## src/rtl/sipo_pkg.sv

```systemverilog
// Shared types and helpers for the serial-to-parallel deserializer.
// Holds the output-buffer state encoding and the bit-counter width helper.
// Imported by the shift core and the top level.
package sipo_pkg;

  typedef enum logic {
    BUF_EMPTY = 1'b0,
    BUF_FULL  = 1'b1
  } buf_state_t;

  // Width of a counter able to hold 0..width.
  function automatic int cnt_width(input int width);
    return $clog2(width + 1);
  endfunction

endpackage

```

## src/rtl/sipo_shift_core.sv

```systemverilog
// Shift register and bit counter that assemble WIDTH serial bits into a word.
// Latency: word/done are combinational on the sample that completes the word.
// Backpressure: none; samples are always taken, the caller decides what to keep.
module sipo_shift_core
  import sipo_pkg::*;
#(
  parameter int WIDTH     = 8,
  parameter bit MSB_FIRST = 1'b1
) (
  input  logic                        clk,
  input  logic                        reset,
  input  logic                        clr,
  input  logic                        sin,
  input  logic                        sin_en,
  output logic [cnt_width(WIDTH)-1:0] bit_cnt,
  output logic [WIDTH-1:0]            word,
  output logic                        done
);

  localparam int CW = cnt_width(WIDTH);

  logic [WIDTH-1:0] shift_reg;
  logic [WIDTH-1:0] shift_nxt;
  logic             last_bit;

  // Next shift value; also the assembled word when this sample completes it.
  always_comb begin
    shift_nxt = shift_reg;
    if (MSB_FIRST) begin
      shift_nxt = {shift_reg[WIDTH-2:0], sin};
    end else begin
      shift_nxt = {sin, shift_reg[WIDTH-1:1]};
    end
  end

  assign last_bit = (bit_cnt == CW'(WIDTH - 1));
  // clr drops the concurrent sample, so it also suppresses completion.
  assign done     = sin_en & ~clr & last_bit;
  assign word     = shift_nxt;

  // Shift and count on each qualified sample; the counter wraps with no idle cycle.
  always_ff @(posedge clk or posedge reset) begin
    if (reset) begin
      shift_reg <= '0;
      bit_cnt   <= '0;
    end else if (clr) begin
      shift_reg <= '0;
      bit_cnt   <= '0;
    end else if (sin_en) begin
      shift_reg <= shift_nxt;
      bit_cnt   <= last_bit ? '0 : bit_cnt + 1'b1;
    end
  end

endmodule

```

## src/rtl/sipo_deserializer.sv

```systemverilog
// Serial-to-parallel deserializer with a one-entry valid/ready output buffer.
// Latency: word visible on out_data/out_valid the cycle after its WIDTH-th sample.
// Backpressure: a word completing while the buffer is held is dropped and flags sticky overrun.
module sipo_deserializer
  import sipo_pkg::*;
#(
  parameter int WIDTH     = 8,
  parameter bit MSB_FIRST = 1'b1
) (
  input  logic                        clk,
  input  logic                        reset,
  input  logic                        clr,
  input  logic                        sin,
  input  logic                        sin_en,
  output logic [WIDTH-1:0]            out_data,
  output logic                        out_valid,
  input  logic                        out_ready,
  output logic                        overrun,
  output logic [cnt_width(WIDTH)-1:0] bit_cnt
);

  buf_state_t       state;
  buf_state_t       state_nxt;
  logic [WIDTH-1:0] word;
  logic             done;
  logic             load;
  logic             ovr_set;

  sipo_shift_core #(
    .WIDTH     (WIDTH),
    .MSB_FIRST (MSB_FIRST)
  ) u_core (
    .clk     (clk),
    .reset   (reset),
    .clr     (clr),
    .sin     (sin),
    .sin_en  (sin_en),
    .bit_cnt (bit_cnt),
    .word    (word),
    .done    (done)
  );

  // Buffer state register.
  always_ff @(posedge clk or posedge reset) begin
    if (reset) begin
      state <= BUF_EMPTY;
    end else begin
      state <= state_nxt;
    end
  end

  // Buffer next state: load on completion unless the held word is still unconsumed.
  always_comb begin
    state_nxt = state;
    load      = 1'b0;
    ovr_set   = 1'b0;
    case (state)
      BUF_EMPTY: begin
        if (done) begin
          load      = 1'b1;
          state_nxt = BUF_FULL;
        end
      end
      BUF_FULL: begin
        if (out_ready) begin
          if (done) begin
            load = 1'b1;
          end else begin
            state_nxt = BUF_EMPTY;
          end
        end else if (done) begin
          ovr_set = 1'b1;
        end
      end
      default: state_nxt = BUF_EMPTY;
    endcase
  end

  assign out_valid = (state == BUF_FULL);

  // Output word register; held stable while the buffer is full and not consumed.
  always_ff @(posedge clk or posedge reset) begin
    if (reset) begin
      out_data <= '0;
    end else if (load) begin
      out_data <= word;
    end
  end

  // Sticky overrun; only clr or reset clear it.
  always_ff @(posedge clk or posedge reset) begin
    if (reset) begin
      overrun <= 1'b0;
    end else if (clr) begin
      overrun <= 1'b0;
    end else if (ovr_set) begin
      overrun <= 1'b1;
    end
  end

endmodule

```

## config.mk

```make
export PLATFORM = sky130hd
export DESIGN_NAME = sipo_deserializer
export DESIGN_NICKNAME = d
export VERILOG_FILES = /design/src/rtl/sipo_pkg.sv /design/src/rtl/sipo_shift_core.sv /design/src/rtl/sipo_deserializer.sv
export SDC_FILE = /design/constraint.sdc
export NUM_CORES = 1
export LEC_CHECK = 0
export CORE_UTILIZATION = 32
export CTS_CLUSTER_DIAMETER = 30
export DETAILED_ROUTE_END_ITERATION = 10
export SYNTH_ARGS = -nofsm -noshare
export SYNTH_HDL_FRONTEND = slang
export SYNTH_SLANG_ARGS = --single-unit
export TNS_END_PERCENT = 1
```

## constraint.sdc

```tcl
create_clock -name clk -period 4.8 [get_ports clk]
set_clock_uncertainty 0.05 [all_clocks]
set_input_delay 0.72 -clock clk [delete_from_list [all_inputs] [get_ports clk]]
set_output_delay 0.72 -clock clk [all_outputs]
set_load 0.005 [all_outputs]
```

==> key figures, run 1 <==
Outcome
  • Status: finished clean

Critical path
  • Critical-path cell list: clkdlybuf4s50_1 -> nand2_1 -> nor4b_4 -> mux2_2
  • Worst path slowest cell: clkdlybuf4s50_1
  • Crit end category: register
  • CP Class: primary input to register
  • Worst EP arrival: around 2800 ps
  • Top cell family by delay on the critical path: buffers and inverters
  • Worst endpoint required time: slightly below 5000 ps
  • Buffers and inverters on the worst path: 1
  • Slowest cell delay on critical path: about 840 ps
  • Critical Path Fanout Max: 12
  • CP Launch Type: primary input

Routing
  • Via density: roughly 4.7
  • Drt wl/cell: ~12 um
  • DRT antenna net count: 0
  • DR vias: between 500 and 600
  • DRT iter0 DRCs: 1
  • DR DRC count: 0
  • TritonRoute pass-1 iters: 2
  • Post-Route WL: 1420 um

Clocking
  • Clock slew at reported path FFs: between 100 and 150 ps
  • # clock sinks: 21
  • CTS root buf: clkbuf_4
  • Number of buffers on the longest clock path: 2
  • Num CTS Buffers: 3
  • CTS Hold Bufs: 0
  • Post-CTS Resized: 0
  • Latest clock arrival within the worst-skew pair: approximately 300 ps
  • CTS tree: done
  • CTS H-tree depth: 1
  • Setup bufs post-CTS: 0

STA
  • Max-slew violation count: 0
  • Hold slack: around 470 ps
  • Worst-margin pin slew: 775 ps
  • Clock period minus worst slack: 2650 ps
  • Final hold vios: 0
  • Rel. slew slack: ~48%
  • Fin crit share: between 50% and 60%
  • Setup violations, final: 0
  • Max Freq: about 380 MHz
  • Worst setup margin: 2150 ps
  • Setup TNS: 0 ps
  • Unrepaired setup endpoints after global routing: false

GRT
  • Pin count of the biggest net entering global routing: 22
  • Vias in the first global route: roughly 560
  • First-pass GRT wire length: 2420 um
  • Total track usage: 11.6%
  • Grt ovf: 0
  • Antenna violations before repair: 0

Finish
  • Number of nets at the end of the flow: 97
  • P&R area growth vs syn: 28.3%
  • Max reg flops: 8
  • ANT cells: 0
  • Share of layout cells above drive strength 1: ~15%

Synthesis
  • Cell area after synthesis: between 800 and 900 um2
  • EDFF count, synth: 0
  • Synth unique cells: 18
  • Syn_nets: 75
  • YS warnings: 0
  • Main synth FF type: dfrtp_1
  • Post-Syn Instances: 68
  • Sequential area share after synthesis: roughly 60%
  • Syn Area/Cell: 12.8 um2
  • Yosys reg bits: 21
  • Ys async rst share: 100%

Die
  • Core area: 0.00252 mm2
  • Initial Utilization: between 30% and 40%
  • Ports: 20
  • Site Rows: 18
  • Die footprint: 0.00293 mm2
  • Die X: ~54 um
  • Die height: around 54 um

Pwr
  • Leak Pwr: approximately 0.53 nW
  • Peak VDD IR: 0.184 mV
  • Power Density: around 260 mW/mm2

Place
  • Detailed placement HPWL: around 1000 um
  • Routability cong.: ~0.67
  • Dpl ws: about 1800 ps
  • I/O Buffers: 19

Job
  • Total of max-cap violations: 0

Hold path
  • HP Class: register to register
==> cell families after synthesis <==
| group | after synthesis | share of synthesized area (%) |
|---|---|---|
| mux | 16 | 19.5 |
| simple gates | 20 | 12.9 |
| fa+ha+maj | 1 | 1.44 |
| flops | 21 | 60.3 |
| compound gates | 4 | 2.44 |
| buf+inv | 5 | 2.30 |
| xor+xnor | 1 | 1.01 |
==> power breakdown <==
group          switching [W]  internal [W]
clock              0.0000524     0.0000310
combinational      0.0000103    0.00000981
sequential        0.00000237      0.000179
total              0.0000651      0.000220
==> placed cells by master (no fill, tap or decap) <==
cell type	instances
or3_1	2
clkbuf_4	3
nand4_1	1
clkinv_2	1
dfrtp_1	21
clkdlybuf4s50_1	19
mux2i_1	8
inv_1	3
nor2b_1	1
nor2_1	9
nand2b_1	3
nand2_1	3
o21ai_0	1
a21oi_1	2
xor2_1	1
ha_1	1
mux2_2	8
o22ai_1	1
nor4b_4	1
==> final timing paths <==
kind                                    from           to  slack, ps  cells after the start
setup / recovery                      sin_en  out_data[1]       2150                      4
hold / removal                   out_data[4]  out_data[4]        470                      1
setup reg to reg           u_core.bit_cnt[0]  out_data[1]       2880                      4
hold reg to reg                  out_data[4]  out_data[4]        470                      1
max in group asynchronous              reset  out_data[0]       3420                      2
min in group asynchronous              reset  out_data[4]        800                      2
==> cell type report <==
cell class	count	area, um2
fill	259	1410
sequential	21	526
multi-input combinational	42	325
timing repair buffer	19	190
tap	30	37.5
clock buffer	3	22.5
inverter	3	11.3
clock inverter	1	5.00
==> per-layer routing <==
layer  vias up  global-route usage, %  share of wire [%]
li1        274                      -                  -
met1       277                   14.7                 47
met2        11                   18.5                 49
met3         0                   1.98                4.1
met4         0                   6.41                  0
met5         -                      0                  0
==> metrics by stage <==
stage	total power (W)	util [%]	std cells	instance area, um2
after global routing	0.000301	44.3	119	1120
after floorplan	0.000196	-	68	871
after global placement	0.000205	43.2	115	1090
after CTS	0.000292	44.3	119	1120
final	0.000285	44.3	119	1120
after detailed placement	0.000206	43.2	115	1090
==> synthesized netlist by cell type (2+ instances only) <==
master	instances	area, um2
dfrtp_1	21	526
mux2i_1	8	80.1
nor2_1	9	33.8
or3_1	2	12.5
mux2_2	8	90.1
inv_1	3	11.3
nand2b_1	3	18.8
a21oi_1	2	10.0
nand2_1	3	11.3
Power figures use the tool's default switching activity.
==> inputs of run 2 (changes only) <==
==> constraint.sdc (replaced) <==
create_clock -name clk -period 2.7 [get_ports clk]
set_clock_uncertainty 0.05 [all_clocks]
set_input_delay 0.405 -clock clk [delete_from_list [all_inputs] [get_ports clk]]
set_output_delay 0.405 -clock clk [all_outputs]
set_load 0.005 [all_outputs]
==> run 2 against run 1 <==
Effect of this change: sequential cell count unchanged; combinational power up 91%; utilization up 0.60 points; non-clock buffer count up 2; critical path depth unchanged; count of clock-buffer cells in the layout unchanged; sequential share of layout area down 0.62 points; first-iteration DRC count rose to 18 times the previous value; via count up 6.0%; critical path type is now register to register; largest cell class unchanged; largest power group unchanged; highest routed layer is now met4.
==> key figures, run 2 (synthesis gave the netlist of run 1 again) <==
Finish
  • Most frequent cells in the layout: dfrtp_1, clkdlybuf4s50_1, nor2_1, mux2i_1, mux2_2
  • Max reg flops: 8
  • Final instance area: around 0.0011 mm2
  • Fill cells: around 240
  • P&R area growth vs syn: 30.0%
  • Register area: 526 um2
  • ANT cells: 0
  • Commonest non-fill, non-tap cell in the layout: dfrtp_1
  • Final cell count without fillers: 121
  • Number of nets at the end of the flow: slightly below 100
  • Share of layout cells above drive strength 1: ~16%
  • Footprint of the multi-input gates: 325 um2
  • Final Util: between 40% and 50%

Clocking
  • Setup bufs post-CTS: 0
  • CTS root buf: clkbuf_4
  • Num CTS Buffers: 3
  • CTS H-tree depth: 1
  • CTS tree: done
  • Number of buffers on the longest clock path: 2
  • Clock slew at reported path FFs: roughly 120 ps
  • Latest clock arrival within the worst-skew pair: ~300 ps
  • Post-CTS Resized: 0
  • CTS Hold Bufs: 0
  • # clock sinks: 21

STA
  • Max-slew violation count: 0
  • Clock period minus worst slack: between 1500 and 2000 ps
  • Max Freq: about 510 MHz
  • Setup violations, final: 0
  • Fin crit share: between 70% and 80%
  • Setup TNS: 0 ps
  • Unrepaired setup endpoints after global routing: false
  • Rel. slew slack: between 40% and 50%
  • Final hold vios: 0
  • Worst-margin pin slew: between 700 and 800 ps

Routing
  • DR vias: 596
  • Post-Route WL: about 1600 um
  • DR DRC count: 0
  • Drt wl/cell: roughly 13 um
  • Via density: between 4 and 5
  • TritonRoute pass-1 iters: 4
  • DRT antenna net count: 0
  • DRT iter0 DRCs: 18

Critical path
  • Worst endpoint required time: about 2800 ps
  • CP Class: register to register
  • CP Launch Type: register
  • Critical Path Fanout Max: 8
  • Crit end category: register
  • Worst EP arrival: roughly 2100 ps

Place
  • Routability cong.: ~0.66
  • Placed Area: about 0.0011 mm2
  • Detailed placement HPWL: ~1100 um
  • Placed cells: ~120
  • I/O Buffers: 19

Die
  • Core area: about 0.0025 mm2
  • Site Rows: 18
  • Die X: between 50 and 60 um
  • Die footprint: 0.00293 mm2
  • Die height: between 50 and 60 um
  • Ports: 20
  • Initial Utilization: 34.5%

GRT
  • Pin count of the biggest net entering global routing: 22
  • Antenna violations before repair: 0
  • Total track usage: about 12%
  • Grt ovf: 0
  • Vias in the first global route: between 500 and 600
  • First-pass GRT wire length: approximately 2500 um

Pwr
  • Leak Pwr: 0.538 nW
  • Total power: 0.000510 W
  • Power Density: roughly 450 mW/mm2
  • Peak VDD IR: around 0.33 mV

Job
  • Total of max-cap violations: 0

Outcome
  • Status: finished clean

Hold path
  • HP Class: register to register
-- run 2: critical path, stage by stage, from the launching register on --
cell and delay (ps):
dfrtp_1 450, ha_1 210, nand2_1 140, nor4b_4 610
mux2_2 410
-- run 2: per-stage QoR --
step	setup WS [ps]	hold slack, ps
floorplan	994	332
global placement	534	434
detailed placement	464	448
CTS	709	477
global route	634	489
finish	721	471
-- run 2: area by class of cell --
type,count,area share (%)
clock buffers,3,1.99
clock inverters,1,0.442
inverters,3,0.994
multi-input cells,42,28.7
flip-flops and latches,21,46.4
well taps,30,3.31
repair buffers,21,18.1
-- run 2: power breakdown --
group	leakage (nW)	switching [W]	internal, W
Combinational	0.230	0.0000192	0.0000192
Clock	0.0177	0.0000939	0.0000552
Sequential	0.291	0.00000432	0.000319
Total	0.538	0.000117	0.000393
-- run 2: routing by layer --
metal  global-route usage [%]  part of all wire, %  vias up
li1                         -                    -      279
met2                     18.9                   47       24
met1                     17.1                   47      291
met5                        0                    0        -
met3                     1.69                  5.2        2
met4                     6.41                 0.64        0
-- run 2: path summary, 6_finish.rpt --
kind                                        start  cells past startpoint             endpoint  slack [ps]
min in group asynchronous                   reset                      2  u_core.shift_reg[1]         480
max in group asynchronous                   reset                      2          out_data[2]        1650
worst max-delay path            u_core.bit_cnt[0]                      4          out_data[5]         720
worst min register to register        out_data[6]                      1          out_data[6]         470
worst min-delay path                  out_data[6]                      1          out_data[6]         470
worst max register to register  u_core.bit_cnt[0]                      4          out_data[5]         720
==> inputs of run 3 (changes only) <==
==> constraint.sdc (replaced) <==
create_clock -name clk -period 1.7 [get_ports clk]
set_clock_uncertainty 0.05 [all_clocks]
set_input_delay 0.255 -clock clk [delete_from_list [all_inputs] [get_ports clk]]
set_output_delay 0.255 -clock clk [all_outputs]
set_load 0.005 [all_outputs]
==> run 3 against run 2 <==
Effect of this change: sequential share of layout area fell by 2.0 points; die area did not move; sequential cell count did not move; register-to-register slack got worse by 620 ps; total power rose by 60%; sequential power rose by 58%; highest routed layer is now met3.
==> key figures, run 3 (synthesis gave the netlist of run 1 again) <==
Outcome
  • Status: finished clean

STA
  • Worst-margin pin slew: 266 ps
  • Setup violations, final: 0
  • Unrepaired setup endpoints after global routing: false
  • Clock period minus worst slack: approximately 1600 ps
  • Rel. slew slack: between 80% and 90%
  • Hold slack: 227 ps
  • Fin crit share: 94.4%
  • Worst setup margin: a little under 100 ps
  • Max-slew violation count: 0
  • Final hold vios: 0
  • Max Freq: roughly 620 MHz

Routing
  • DRT iter0 DRCs: 6
  • DR DRC count: 0
  • Via density: 4.53
  • DR vias: 575
  • TritonRoute pass-1 iters: 4
  • Drt wl/cell: 11.9 um
  • Post-Route WL: ~1500 um
  • DRT antenna net count: 0

Finish
  • Fill cells: roughly 240
  • P&R area growth vs syn: 35.8%
  • Footprint of the multi-input gates: roughly 330 um2
  • Commonest non-fill, non-tap cell in the layout: dfrtp_1
  • Share of layout cells above drive strength 1: between 20% and 30%
  • Register area: 526 um2
  • Max reg flops: 8
  • Final cell count without fillers: around 130
  • Most frequent cells in the layout: dfrtp_1, clkdlybuf4s50_1, nor2_1, mux2i_1, mux2_2
  • Number of nets at the end of the flow: ~110
  • Final Util: 46.9%
  • ANT cells: 0

Critical path
  • Worst path slowest cell: dfrtp_1
  • CP Class: register to register
  • Worst EP arrival: about 1800 ps
  • Crit end category: register
  • Slowest cell delay on critical path: 380 ps
  • Worst endpoint required time: 1840 ps
  • Buffers and inverters on the worst path: 1
  • Top cell family by delay on the critical path: flip-flops
  • Critical-path cell list: ha_2 -> nand2_1 -> nor4b_4 -> buf_6 -> mux2_2
  • CP Launch Type: register
  • Critical Path Fanout Max: 8

GRT
  • Pin count of the biggest net entering global routing: 22
  • Grt ovf: 0
  • Total track usage: a little over an eighth
  • Vias in the first global route: ~570
  • First-pass GRT wire length: 2750 um
  • Antenna violations before repair: 0

Clocking
  • Num CTS Buffers: 3
  • Latest clock arrival within the worst-skew pair: about 300 ps
  • CTS Hold Bufs: 0
  • Number of buffers on the longest clock path: 2
  • Post-CTS Resized: 0
  • Clock slew at reported path FFs: around 110 ps
  • CTS tree: done
  • CTS root buf: clkbuf_4
  • Setup bufs post-CTS: 0
  • CTS H-tree depth: 1
  • # clock sinks: 21

Die
  • Die footprint: about 0.0029 mm2
  • Ports: 20
  • Site Rows: 18
  • Initial Utilization: roughly a third
  • Die height: between 50 and 60 um
  • Die X: around 54 um
  • Core area: 0.00252 mm2

Pwr
  • Power Density: ~700 mW/mm2
  • Leak Pwr: around 0.56 nW
  • Peak VDD IR: 0.561 mV

Place
  • Placed cells: around 120
  • Dpl ws: -121 ps
  • Detailed placement HPWL: 1050 um
  • I/O Buffers: 19
  • Routability cong.: slightly below 0.7

Job
  • Total of max-cap violations: 0

Hold path
  • HP Class: primary input to async pin
## run 3: cell types whose count changed in the layout (fill, tap and decap cells not counted), sizes merged
cell    before  now
buf          2    8
clkbuf       3    4
clkinv       1    0
## run 3: final timing paths
| path | to | slack [ps] | cells past startpoint | from |
|---|---|---|---|---|
| max | out_data[3] | 100 | 5 | u_core.bit_cnt[0] |
| min | out_data[5] | 230 | 3 | reset |
| max reg2reg | out_data[3] | 100 | 5 | u_core.bit_cnt[0] |
| min reg2reg | out_data[4] | 470 | 1 | out_data[4] |
| max in group asynchronous | u_core.bit_cnt[1] | 1160 | 3 | reset |
| min in group clk | out_data[4] | 470 | 1 | out_data[4] |
## run 3: routing by layer
layer  up-vias  share of wire, %  global-route usage, %
met4         0                 0                   2.56
met3         0               6.3                   5.65
met5         -                 0                      0
met1       267                52                   19.4
met2        16                42                   18.7
li1        292                 -                      -
## run 3: power by group
group          switching (W)   total, W  internal (W)  leakage [nW]
logic              0.0000338  0.0000705     0.0000367         0.257
registers         0.00000465   0.000510      0.000506         0.291
clock network       0.000143   0.000235     0.0000914        0.0150
## run 3: cell type report
type	count	share of cell area, %
clock buffers	4	2.22
inverters	3	0.952
multi-input cells	42	27.7
flip-flops and latches	21	44.4
well taps	30	3.17
repair buffers	27	21.5
## run 3: tightest hold or removal path, delay by kind of cell
kind | cells | cell delay [ps]
buffers and inverters | 3 | 720
## run 3: metrics by stage
stage                     setup TNS [ps]  power (W)  cell area, um2
final                                  0   0.000816            1180
after detailed placement            -938   0.000592            1150
after global routing                   0   0.000862            1180
after CTS                              0   0.000836            1180
after floorplan                    -46.0   0.000552             871
after global placement              -811   0.000592            1150
